`src/rtl/riscv_pkg.sv`:
```
// rtl/riscv_pkg.sv - shared core types for the memory port arbiter
// Contents: XLEN, the response owner enum, and the in-flight access record.
package riscv_pkg;

  localparam int XLEN = 32;

  typedef enum logic {OWN_IF, OWN_LSU} mem_owner_e;

  typedef struct packed {
    logic       valid;
    mem_owner_e owner;
    logic       is_store;
  } mem_inflight_t;

endpackage

```
`src/rtl/mem_resp_tracker.sv`:
```
// rtl/mem_resp_tracker.sv - MEM_LAT-deep owner pipeline and read response demux
// Ports:
//   clk, rstn                  clock, synchronous active-low reset
//   push_valid_i/owner/store   access granted this cycle and who issued it
//   mem_rdata_i                memory read data, aligned with the pipeline tail
//   if_rvalid_o/if_rdata_o     IF response
//   lsu_rvalid_o/lsu_rdata_o   LSU response (rdata 0 for store acks)
module mem_resp_tracker
  import riscv_pkg::*;
#(
  parameter int XLEN    = 32,
  parameter int MEM_LAT = 1
) (
  input  logic            clk,
  input  logic            rstn,
  input  logic            push_valid_i,
  input  mem_owner_e      push_owner_i,
  input  logic            push_store_i,
  input  logic [XLEN-1:0] mem_rdata_i,
  output logic            if_rvalid_o,
  output logic [XLEN-1:0] if_rdata_o,
  output logic            lsu_rvalid_o,
  output logic [XLEN-1:0] lsu_rdata_o
);

  mem_inflight_t r_pipe [MEM_LAT];
  mem_inflight_t w_push;
  mem_inflight_t w_tail;

  assign w_push = '{valid: push_valid_i, owner: push_owner_i, is_store: push_store_i};
  assign w_tail = r_pipe[MEM_LAT-1];

  // Entry pushed at the grant edge reaches the tail exactly MEM_LAT cycles later.
  always_ff @(posedge clk) begin
    if (!rstn) begin
      for (int i = 0; i < MEM_LAT; i++) r_pipe[i] <= '0;
    end else begin
      r_pipe[0] <= w_push;
      for (int i = 1; i < MEM_LAT; i++) r_pipe[i] <= r_pipe[i-1];
    end
  end

  // rstn gating keeps responses silent during the reset cycle itself.
  assign if_rvalid_o  = rstn && w_tail.valid && (w_tail.owner == OWN_IF);
  assign lsu_rvalid_o = rstn && w_tail.valid && (w_tail.owner == OWN_LSU);
  assign if_rdata_o   = if_rvalid_o ? mem_rdata_i : '0;
  assign lsu_rdata_o  = (lsu_rvalid_o && !w_tail.is_store) ? mem_rdata_i : '0;

endmodule

```
`src/rtl/mem_port_arbiter.sv`:
```
// rtl/mem_port_arbiter.sv - IF/LSU arbiter for the shared memory port
// Option macro: MEM_ARB_RR_EN selects round-robin; default is LSU priority
// with a starvation guard that forces IF after STARVE_MAX LSU wins.
// Ports:
//   clk, rstn                            clock, synchronous active-low reset
//   if_req_i/if_addr_i/if_gnt_o          IF request side
//   if_rvalid_o/if_rdata_o               IF response
//   lsu_req_i/we/be/addr/wdata, gnt      LSU request side
//   lsu_rvalid_o/lsu_rdata_o             LSU response
//   mem_req_o/we/be/addr/wdata           memory strobe and command
//   mem_rdata_i                          memory data, MEM_LAT cycles after mem_req_o
module mem_port_arbiter
  import riscv_pkg::*;
#(
  parameter int XLEN       = riscv_pkg::XLEN,
  parameter int MEM_LAT    = 1,
  parameter int STARVE_MAX = 4
) (
  input  logic              clk,
  input  logic              rstn,
  input  logic              if_req_i,
  input  logic [XLEN-1:0]   if_addr_i,
  output logic              if_gnt_o,
  output logic              if_rvalid_o,
  output logic [XLEN-1:0]   if_rdata_o,
  input  logic              lsu_req_i,
  input  logic              lsu_we_i,
  input  logic [XLEN/8-1:0] lsu_be_i,
  input  logic [XLEN-1:0]   lsu_addr_i,
  input  logic [XLEN-1:0]   lsu_wdata_i,
  output logic              lsu_gnt_o,
  output logic              lsu_rvalid_o,
  output logic [XLEN-1:0]   lsu_rdata_o,
  output logic              mem_req_o,
  output logic              mem_we_o,
  output logic [XLEN/8-1:0] mem_be_o,
  output logic [XLEN-1:0]   mem_addr_o,
  output logic [XLEN-1:0]   mem_wdata_o,
  input  logic [XLEN-1:0]   mem_rdata_i
);

  logic w_if_gnt;
  logic w_lsu_gnt;

`ifdef MEM_ARB_RR_EN
  mem_owner_e r_last_owner;

  // On a tie the requester that did not win last time is granted.
  assign w_lsu_gnt = rstn && lsu_req_i && (!if_req_i || (r_last_owner == OWN_IF));
  assign w_if_gnt  = rstn && if_req_i && !w_lsu_gnt;

  always_ff @(posedge clk) begin
    if (!rstn)          r_last_owner <= OWN_IF;
    else if (w_lsu_gnt) r_last_owner <= OWN_LSU;
    else if (w_if_gnt)  r_last_owner <= OWN_IF;
  end
`else
  localparam int CW = $clog2(STARVE_MAX + 1);

  logic [CW-1:0] r_starve_cnt;
  logic          w_force_if;

  assign w_force_if = (r_starve_cnt == CW'(STARVE_MAX));
  assign w_lsu_gnt  = rstn && lsu_req_i && !(if_req_i && w_force_if);
  assign w_if_gnt   = rstn && if_req_i && !w_lsu_gnt;

  // Counts LSU wins while IF is left waiting; any IF win or idle IF clears it.
  always_ff @(posedge clk) begin
    if (!rstn || !if_req_i || w_if_gnt) r_starve_cnt <= '0;
    else if (w_lsu_gnt && !w_force_if)  r_starve_cnt <= r_starve_cnt + 1'b1;
  end
`endif

  assign if_gnt_o  = w_if_gnt;
  assign lsu_gnt_o = w_lsu_gnt;

  assign mem_req_o   = w_if_gnt | w_lsu_gnt;
  assign mem_we_o    = w_lsu_gnt & lsu_we_i;
  assign mem_be_o    = w_lsu_gnt ? lsu_be_i    : (w_if_gnt ? '1 : '0);
  assign mem_addr_o  = w_lsu_gnt ? lsu_addr_i  : (w_if_gnt ? if_addr_i : '0);
  assign mem_wdata_o = w_lsu_gnt ? lsu_wdata_i : '0;

  always_ff @(posedge clk) begin
    if (rstn) assert (!(w_if_gnt && w_lsu_gnt));
  end

  mem_resp_tracker #(
    .XLEN    (XLEN),
    .MEM_LAT (MEM_LAT)
  ) u_tracker (
    .clk          (clk),
    .rstn         (rstn),
    .push_valid_i (mem_req_o),
    .push_owner_i (w_lsu_gnt ? OWN_LSU : OWN_IF),
    .push_store_i (mem_we_o),
    .mem_rdata_i  (mem_rdata_i),
    .if_rvalid_o  (if_rvalid_o),
    .if_rdata_o   (if_rdata_o),
    .lsu_rvalid_o (lsu_rvalid_o),
    .lsu_rdata_o  (lsu_rdata_o)
  );

endmodule

```
`config.mk`:
```
export PLATFORM = sky130hd
export DESIGN_NAME = mem_port_arbiter
export DESIGN_NICKNAME = d
export VERILOG_FILES = /design/src/rtl/riscv_pkg.sv /design/src/rtl/mem_resp_tracker.sv /design/src/rtl/mem_port_arbiter.sv
export SDC_FILE = /design/constraint.sdc
export NUM_CORES = 1
export LEC_CHECK = 0
export BUFFER_PORTS_ARGS = -buffer_cell sky130_fd_sc_hd__buf_2
export CORE_AREA = 2 2 106 108
export CTS_CLUSTER_SIZE = 16
export DETAILED_ROUTE_END_ITERATION = 10
export DIE_AREA = 0 0 108 110
export GPL_ROUTABILITY_DRIVEN = 0
export HOLD_SLACK_MARGIN = 0.08
export MAX_ROUTING_LAYER = met4
export PLACE_DENSITY_LB_ADDON = 0.2
export REMOVE_ABC_BUFFERS = 1
export SYNTH_ARGS = -nofsm -noshare
export SYNTH_HDL_FRONTEND = slang
export SYNTH_SLANG_ARGS = --single-unit
```
`constraint.sdc`:
```
create_clock -name clk -period 1.7 [get_ports clk]
set_clock_uncertainty 0.2 [all_clocks]
set_input_delay 0.085 -clock clk [delete_from_list [all_inputs] [get_ports clk]]
set_output_delay 0.085 -clock clk [all_outputs]
set_load 0.02 [all_outputs]
```
Word-level counts from Yosys, hierarchy flattened
Memory sizes are Yosys's and may differ from the RTL's.
Index checks and enable logic that the tools add are counted.
Widths: inputs -> output; s select.

cells by class
  $add $sub $neg = 1
  equal/unequal tests = 1
  reductions and logical operators = 19
  divide/modulo/power cells = 0
  multiplexer cells = 12
  multipliers = 0
  magnitude comparators = 0
  shift operators = 0
  bitwise gates (word level) = 3

operators by type and width
  cell                 count
  $mux 32              5
  $logic_and 1x1->1    10
  $mux 4               2
  $logic_not 1->1      6
  $mux 1               4
  $add 3x1->3 const B  1
  $eq 3x3->1 const B   1
  $mux 3               1
  $reduce_or 3->1      1
  $logic_or 1x1->1     2
  $and 1x1->1          1
  $not 1->1            1
  $or 1x1->1           1

word-level totals
  memories kept = 1
  input bits = 137
  word-level logic and storage cells = 38
  bits in latches = 0
  bits in writable memories = 3
  output and inout port bits = 138
  memory bits (read-only) = 0
  register bits = 3

memories
  memory            depth  width  rd ports  clocked after memory_dff  write ports  RTL line                RTL
  u_tracker.r_pipe  1      3      1         0                         1            mem_resp_tracker.sv:26  mem_inflight_t r_pipe [MEM_LAT];

Depth between registers and ports, before layout
Gate-level depths: netlist (run 1).

  word-level depth = 8
  gate-level depth with buffers = 6
  mapped depth without buffers = 4

By module
A second synthesis (run 1) with hierarchy kept.

unflattened totals
  cell total of the unflattened synthesis = 263
  area total of the unflattened synthesis = 1707.9 µm²

modules (own cells, without submodules)
  module            area an instance (µm²)  times used  cells an instance  sequential area each (µm²)
  mem_port_arbiter  1102.3                  1           184                60.1
  mem_resp_tracker  605.6                   1           79                 60.1

Least setup slack after synthesis (run 1)
Ideal clock, no wire load.

  kind = register to output
  start point = reg r_starve_cnt[0]
  end point = out mem_addr_o[10]
  path slack = -46 ps
  data required time = 1415 ps
  stages on the path, launching flop included = 7
  arrival time = 1461 ps
  buffers on the path = 2
  cells stage by stage = dfxtp_1 -> inv_1 -> ha_1 -> and3_1 -> buf_6 -> buf_6 -> o22ai_1

between the ends
  word-level cells in the longest chain between the ends = 8

RTL lines
  element                   RTL line                RTL
  start: declaration        mem_port_arbiter.sv:60  logic [CW-1:0] r_starve_cnt;
  start signal: assignment  mem_port_arbiter.sv:70  else if (w_lsu_gnt && !w_force_if) r_starve_cnt <= r_starve_cnt + 1'b1;
  $eq 3x3->1 (*)            mem_port_arbiter.sv:63  assign w_force_if = (r_starve_cnt == CW'(STARVE_MAX));
  $logic_and 1x1->1 (*)     mem_port_arbiter.sv:64  assign w_lsu_gnt = rstn && lsu_req_i && !(if_req_i && w_force_if);
  $logic_not 1->1 (*)       mem_port_arbiter.sv:64
  $logic_and 1x1->1 (*)     mem_port_arbiter.sv:64
  $logic_not 1->1           mem_port_arbiter.sv:65  assign w_if_gnt = rstn && if_req_i && !w_lsu_gnt;
  $logic_and 1x1->1         mem_port_arbiter.sv:65
  $mux 32                   mem_port_arbiter.sv:80  assign mem_addr_o = w_lsu_gnt ? lsu_addr_i : (w_if_gnt ? if_addr_i : '0);
  $mux 32 (*)               mem_port_arbiter.sv:80
  end: declaration          mem_port_arbiter.sv:37  output logic [XLEN-1:0] mem_addr_o,

Every way passes the cells marked *; elsewhere a longest branch is shown, timed or not.

Final worst setup path (run 1)
  start point = reg r_starve_cnt[1]
  end point = out mem_addr_o[23]

Same word-level chain as after synthesis.

==> results of run 1 <==
## report_power, final
part | internal (W) | switching, W
combinational | 0.000431 | 0.000445
sequential | 0.000147 | 0.00000233
clock | 0.000152 | 0.0000619
## per-stage QoR
stage                     utilization  cells  power [W]  TNS [ps]
final                           0.376    676    0.00124     -5110
after global routing            0.376    676    0.00132     -9280
after CTS                       0.345    673    0.00118     -4290
after detailed placement        0.300    660   0.000851         0
after global placement          0.300    660   0.000848         0
after floorplan                     -    228   0.000466    -11530
## flip-flops by register name, summed over array words and instances, names as in the netlist
register,cells
r_starve_cnt,3
u_tracker.r_pipe,3
## Yosys cell counts
master | n | share of area
and2_1 | 65 | 0.24
nand3_1 | 65 | 0.19
and3_1 | 36 | 0.13
o22ai_1 | 33 | 0.12
buf_2 | 19 | 0.057
buf_4 | 9 | 0.040
dfxtp_1 | 6 | 0.072
clkbuf_1 | 5 | 0.011
buf_6 | 3 | 0.020
nor2_1 | 3 | 0.0067
o31a_1 | 3 | 0.016
ha_1 | 2 | 0.015
inv_1 | 2 | 0.0045
nand2_1 | 2 | 0.0045
nor3b_1 | 2 | 0.0089
o21a_1 | 2 | 0.0089
a21boi_4 | 1 | 0.011
and3b_1 | 1 | 0.0052
and4_1 | 1 | 0.0052
and4b_1 | 1 | 0.0060
nand3_2 | 1 | 0.0060
nor2b_1 | 1 | 0.0037
o211a_1 | 1 | 0.0060
## worst min-delay path by stage
stage | slack [ps] | depth (start not counted) | endpoint
5_1_grt | 190 | 3 | u_tracker.r_pipe[0][2]
6_report | 170 | 3 | u_tracker.r_pipe[0][2]
3_3_place_gp | 180 | 2 | u_tracker.r_pipe[0][0]
4_1_cts | 160 | 3 | u_tracker.r_pipe[0][2]
2_1_floorplan | -5 | 1 | u_tracker.r_pipe[0][2]
3_5_place_dp | 180 | 2 | u_tracker.r_pipe[0][0]
## layout by cell type (no fill, tap or decap)
cell type / n
buf_2: 215
and2_1: 65
nand3_1: 65
buf_4: 38
and3_1: 34
buf_6: 34
o22ai_2: 22
o22ai_4: 7
buf_12: 7
buf_8: 5
o22ai_1: 4
o31a_1: 3
clkbuf_8: 3
dlygate4sd3_1: 3
dfxtp_2: 3
dfxtp_1: 3
inv_2: 2
nand2_1: 2
and3_4: 2
nor2_1: 2
o21a_1: 2
clkbuf_16: 2
and4b_1: 1
and3b_1: 1
nand3_2: 1
a21boi_4: 1
nor2_4: 1
and4_1: 1
nor3b_1: 1
nor2b_1: 1
o211a_1: 1
nor3b_2: 1
ha_4: 1
ha_1: 1
buf_16: 1
## worst register-to-register path, stage by stage, from the launching register on
cell and delay (ps):
dfxtp_2 320, inv_2 50, ha_4 150, buf_6 120, a21boi_4 170, buf_12 160, buf_8 140, buf_4 110
buf_4 90, and4_1 170
## kinds of logic after synthesis
logic type	share of synthesized area
flops	0.0715
simple gates	0.616
buf+inv	0.133
compound gates	0.165
fa+ha+maj	0.0149
## per-layer routing
layer / vias to the layer above / global-route usage
met5: - / -
met4: 0 / 0.0183
met3: 4 / 0.0229
met2: 148 / 0.274
met1: 1416 / 0.147
li1: 1497 / -
## layout make-up
class                           count  area [um2]
Multi-Input combinational cell    220        1610
Tap cell                          140         175
Clock buffer                        3        41.3
Timing Repair Buffer              305        2070
Sequential cell                     6         124
Fill cell                        1123        6680
Inverter                            2        7.51
## repair_timing
item / CTS / global route
resized for setup: 84 / 75
endpoints found under the hold margin: 3 / 0
pin swaps: 6 / 1
gates cloned: 4 / 2
hold buffers: 3 / 0
setup endpoints to repair: 71 / 73
buffers inserted: 3 / 1
==> results.cfg, run 1 <==
[detailed_routing]
highest_layer = met4
dr_wl_met3_um = 715
drt_pre_antenna_iters = 4
postRouteAntennaNets = 0
dr_wl_met2_um = 5450
wl_per_cell_um = 14.4
vias = 3065
drc_errors = 0
wl_met1_um = 3540
totalWireLength_um = 9750
viasPerCell = 4.53
drt_iter0_drc = 152

[clock_network]
clk_latency_ps = 220
cts_buffers = 3
cts_tree = built
clk_pin_slew_ps = 40
clock_tree.root_cell = clkbuf_8
h-tree-depth = 1
numClockSinks = 6
clockBufferDepth = 2

[floorplan]
core_um2 = 10700
ios = 275
dieArea_um2 = 11900
start_util = 0.157
rows = 38
die_w_um = 108
dieHeight_um = 110

[layout]
design.final.nets = 677
syn_to_final_growth_pct = 139
antenna_cells = 0
design_area_um2 = 4020
drive_gt1_frac = 0.646

[sta]
tightest_slew_ps = 390
hold_ws_ps = 168
setup_viol = 73
hold_viol = 0
setup_ws_ps = -135
min_period_ps = 1840
max_freq_mhz = 545
finalMaxSlewViolations = 0
fin_crit_sh = 1.08
rsz0062_at_grt = true
slew-limit-headroom = 0.740

[synthesis]
syn_inst = 264
synth.distinct_cells = 23
yosys_warnings = 0
syn-cell-area_um2 = 1680
syn_avg_cell_area_um2 = 6.36
yosys_register_bits = 6
ys_seq_area_frac = 0.0715

[flow_run]
drv_cap = 0

[worst_setup_path]
r2r-start = r_starve_cnt[1]
r2r_slack_ps = -40
path_max_fanout = 6
cp_cell_sequence = inv_2, ha_4, buf_6, a21boi_4, buf_12, buf_8, o22ai_1, buf_2
rr_worst_depth = 9
path_buf_inv = 5
start_kind = flip-flop
endpoint_kind = output pin
cpMaxStageDelayCell = dfxtp_2
cp_top_family = buffers and inverters
required_ps = 1410
cp-startpoint = r_starve_cnt[1]
slowest_delay_ps = 320
crit_path_end = mem_addr_o[23]
rr_endpoint = r_starve_cnt[1]
crit_type = reg2out
worstPathArrival_ps = 1550
cp.depth = 8

[placement]
io_buffers = 274
placed_area_um2 = 3210
place_hpwl_um = 7180
place_ws_ps = 72.9

[worst_hold_path]
hp-start = if_req_i
worstHoldPathType = in2reg

[power]
p_leak_nw = 2.26
powerDensity_nw_per_um2 = 308
peakVddDrop_mv = 0.217

[global_route]
grt_pass1_vias = 2579
grt_pass1_wl_um = 12900
grt-ovfl-total = 0
antenna_found_initial = 0
grt_usage = 0.138
grt_max_degree = 36

[run_status]
status = complete, but fails checks
violations = negative setup slack
No activity file was read; power rests on OpenSTA's default activity.
==> run 2: changes to the inputs <==
CORE_AREA = 3 3 107 109   (was 2 2 106 108)
CTS_CLUSTER_DIAMETER = 30   (was default)
DIE_AREA = 0 0 110 112   (was 0 0 108 110)
==> results.cfg, run 2 (same netlist as run 1, synthesis figures left out) <==
[run_status]
status = complete, but fails checks
violations = negative setup slack

[worst_setup_path]
path_max_fanout = 7
cp_cell_sequence = inv_2, ha_4, and3_4, bufbuf_16, o22ai_2, buf_6
slowest_delay_ps = 320
endpoint_kind = output pin
crit_type = reg2out
cp_top_family = buffers and inverters
start_kind = flip-flop
worstPathArrival_ps = 1570
required_ps = 1410
cpMaxStageDelayCell = dfxtp_2
path_buf_inv = 3
r2r_slack_ps = 60

[power]
clkPwrFrac = 0.173
combPwrFrac = 0.703
netSwitchingPower_w = 0.000495
p_leak_nw = 2.24
peakVddDrop_mv = 0.248
p_int_w = 0.000704
p_seq_frac = 0.124
powerDensity_nw_per_um2 = 302
switching_share = 0.413

[detailed_routing]
drc_errors = 0
totalWireLength_um = 9630
drt_pre_antenna_iters = 4
viasPerCell = 4.45
vias = 3010
wl_per_cell_um = 14.2
postRouteAntennaNets = 0
drt_iter0_drc = 167

[sta]
rsz0062_at_grt = true
setup_viol = 70
finalMaxSlewViolations = 0
fin_crit_sh = 1.09
slew-limit-headroom = 0.768
tightest_slew_ps = 348
min_period_ps = 1860
setup_ws_ps = -157
hold_viol = 0
max_freq_mhz = 538

[global_route]
grt_pass1_wl_um = 13800
antenna_found_initial = 0
grt_max_degree = 36
grt-ovfl-total = 0
grt_usage = 0.141
grt_pass1_vias = 2787

[clock_network]
clockBufferDepth = 2
clk_pin_slew_ps = 40
cts_tree = built
clk_latency_ps = 220
h-tree-depth = 1
clock_tree.root_cell = clkbuf_8
numClockSinks = 6
cts_buffers = 3

[layout]
final_common_cell = buf_2
drive_gt1_frac = 0.631
design.final.nets = 678
final_cell_mix = 237 x buf_2, 65 x and2_1, 65 x nand3_1
top_regs = r_starve_cnt (3), u_tracker.r_pipe (3)
fillCellCount = 1151
antenna_cells = 0
utilization = 0.371
syn_to_final_growth_pct = 136

[placement]
place_ws_ps = 72.9
place_hpwl_um = 7150
io_buffers = 274

[worst_hold_path]
worstHoldPathType = in2reg

[floorplan]
start_util = 0.157
die_w_um = 110
core_um2 = 10700
dieHeight_um = 112
ios = 275
dieArea_um2 = 12300
rows = 38

[flow_run]
drv_cap = 0
[run 2: changes by cell type in the layout (fill, tap and decap cells not counted), sizes merged]
cell	delta
buf	-1
clkbuf	+1
bufbuf	+1
[run 2: cell type report]
class / count / area, um2 / share of cell area
repair buffers: 306 / 2030 / 0.512
multi-input cells: 220 / 1590 / 0.401
well taps: 140 / 175 / 0.0442
flip-flops and latches: 6 / 124 / 0.0312
clock buffers: 3 / 41.3 / 0.0104
inverters: 2 / 7.51 / 0.00189
[run 2: power groups by stage]
stage                     Combinational (W)  Sequential, W  Clock, W
after CTS                          0.000828       0.000149  0.000217
after global routing               0.000906       0.000150  0.000226
after global placement             0.000702       0.000151         0
after detailed placement           0.000706       0.000151         0
final                              0.000843       0.000149  0.000207
after floorplan                    0.000316       0.000151         0
[run 2: metal layers]
layer,vias up,track usage,share of wire
met4,0,0.0208,0.011
met1,1368,0.151,0.37
met3,8,0.0197,0.077
met5,-,-,0
met2,137,0.274,0.54
li1,1497,-,-
[run 2: through the flow]
| step | setup TNS (ps) | power [W] | hold WS [ps] | area, um2 | cells |
|---|---|---|---|---|---|
| after detailed placement | 0 | 0.000857 | 138 | 3240 | 661 |
| after CTS | -6020 | 0.00119 | 14.0 | 3840 | 675 |
| final | -7150 | 0.00120 | 89.0 | 3970 | 677 |
| after global placement | 0 | 0.000853 | 135 | 3240 | 661 |
| after global routing | -12420 | 0.00128 | 101 | 3970 | 677 |
| after floorplan | -11530 | 0.000466 | -4.77 | 1460 | 228 |
[run 2: worst paths after layout]
kind                    from                     end  cells past startpoint
min                     rstn  u_tracker.r_pipe[0][2]                      2
max reg2reg  r_starve_cnt[1]         r_starve_cnt[1]                      8
max          r_starve_cnt[1]          mem_addr_o[15]                      6
min reg2reg  r_starve_cnt[0]         r_starve_cnt[0]                      2
[run 2: timing repair]
action,CTS,global route
gates resized for setup,96,28
endpoints found under the hold margin,4,2
buffers inserted,4,1
gates cloned,5,2
endpoints found under the setup margin,71,72
hold buffers,2,1
pin swaps,7,5
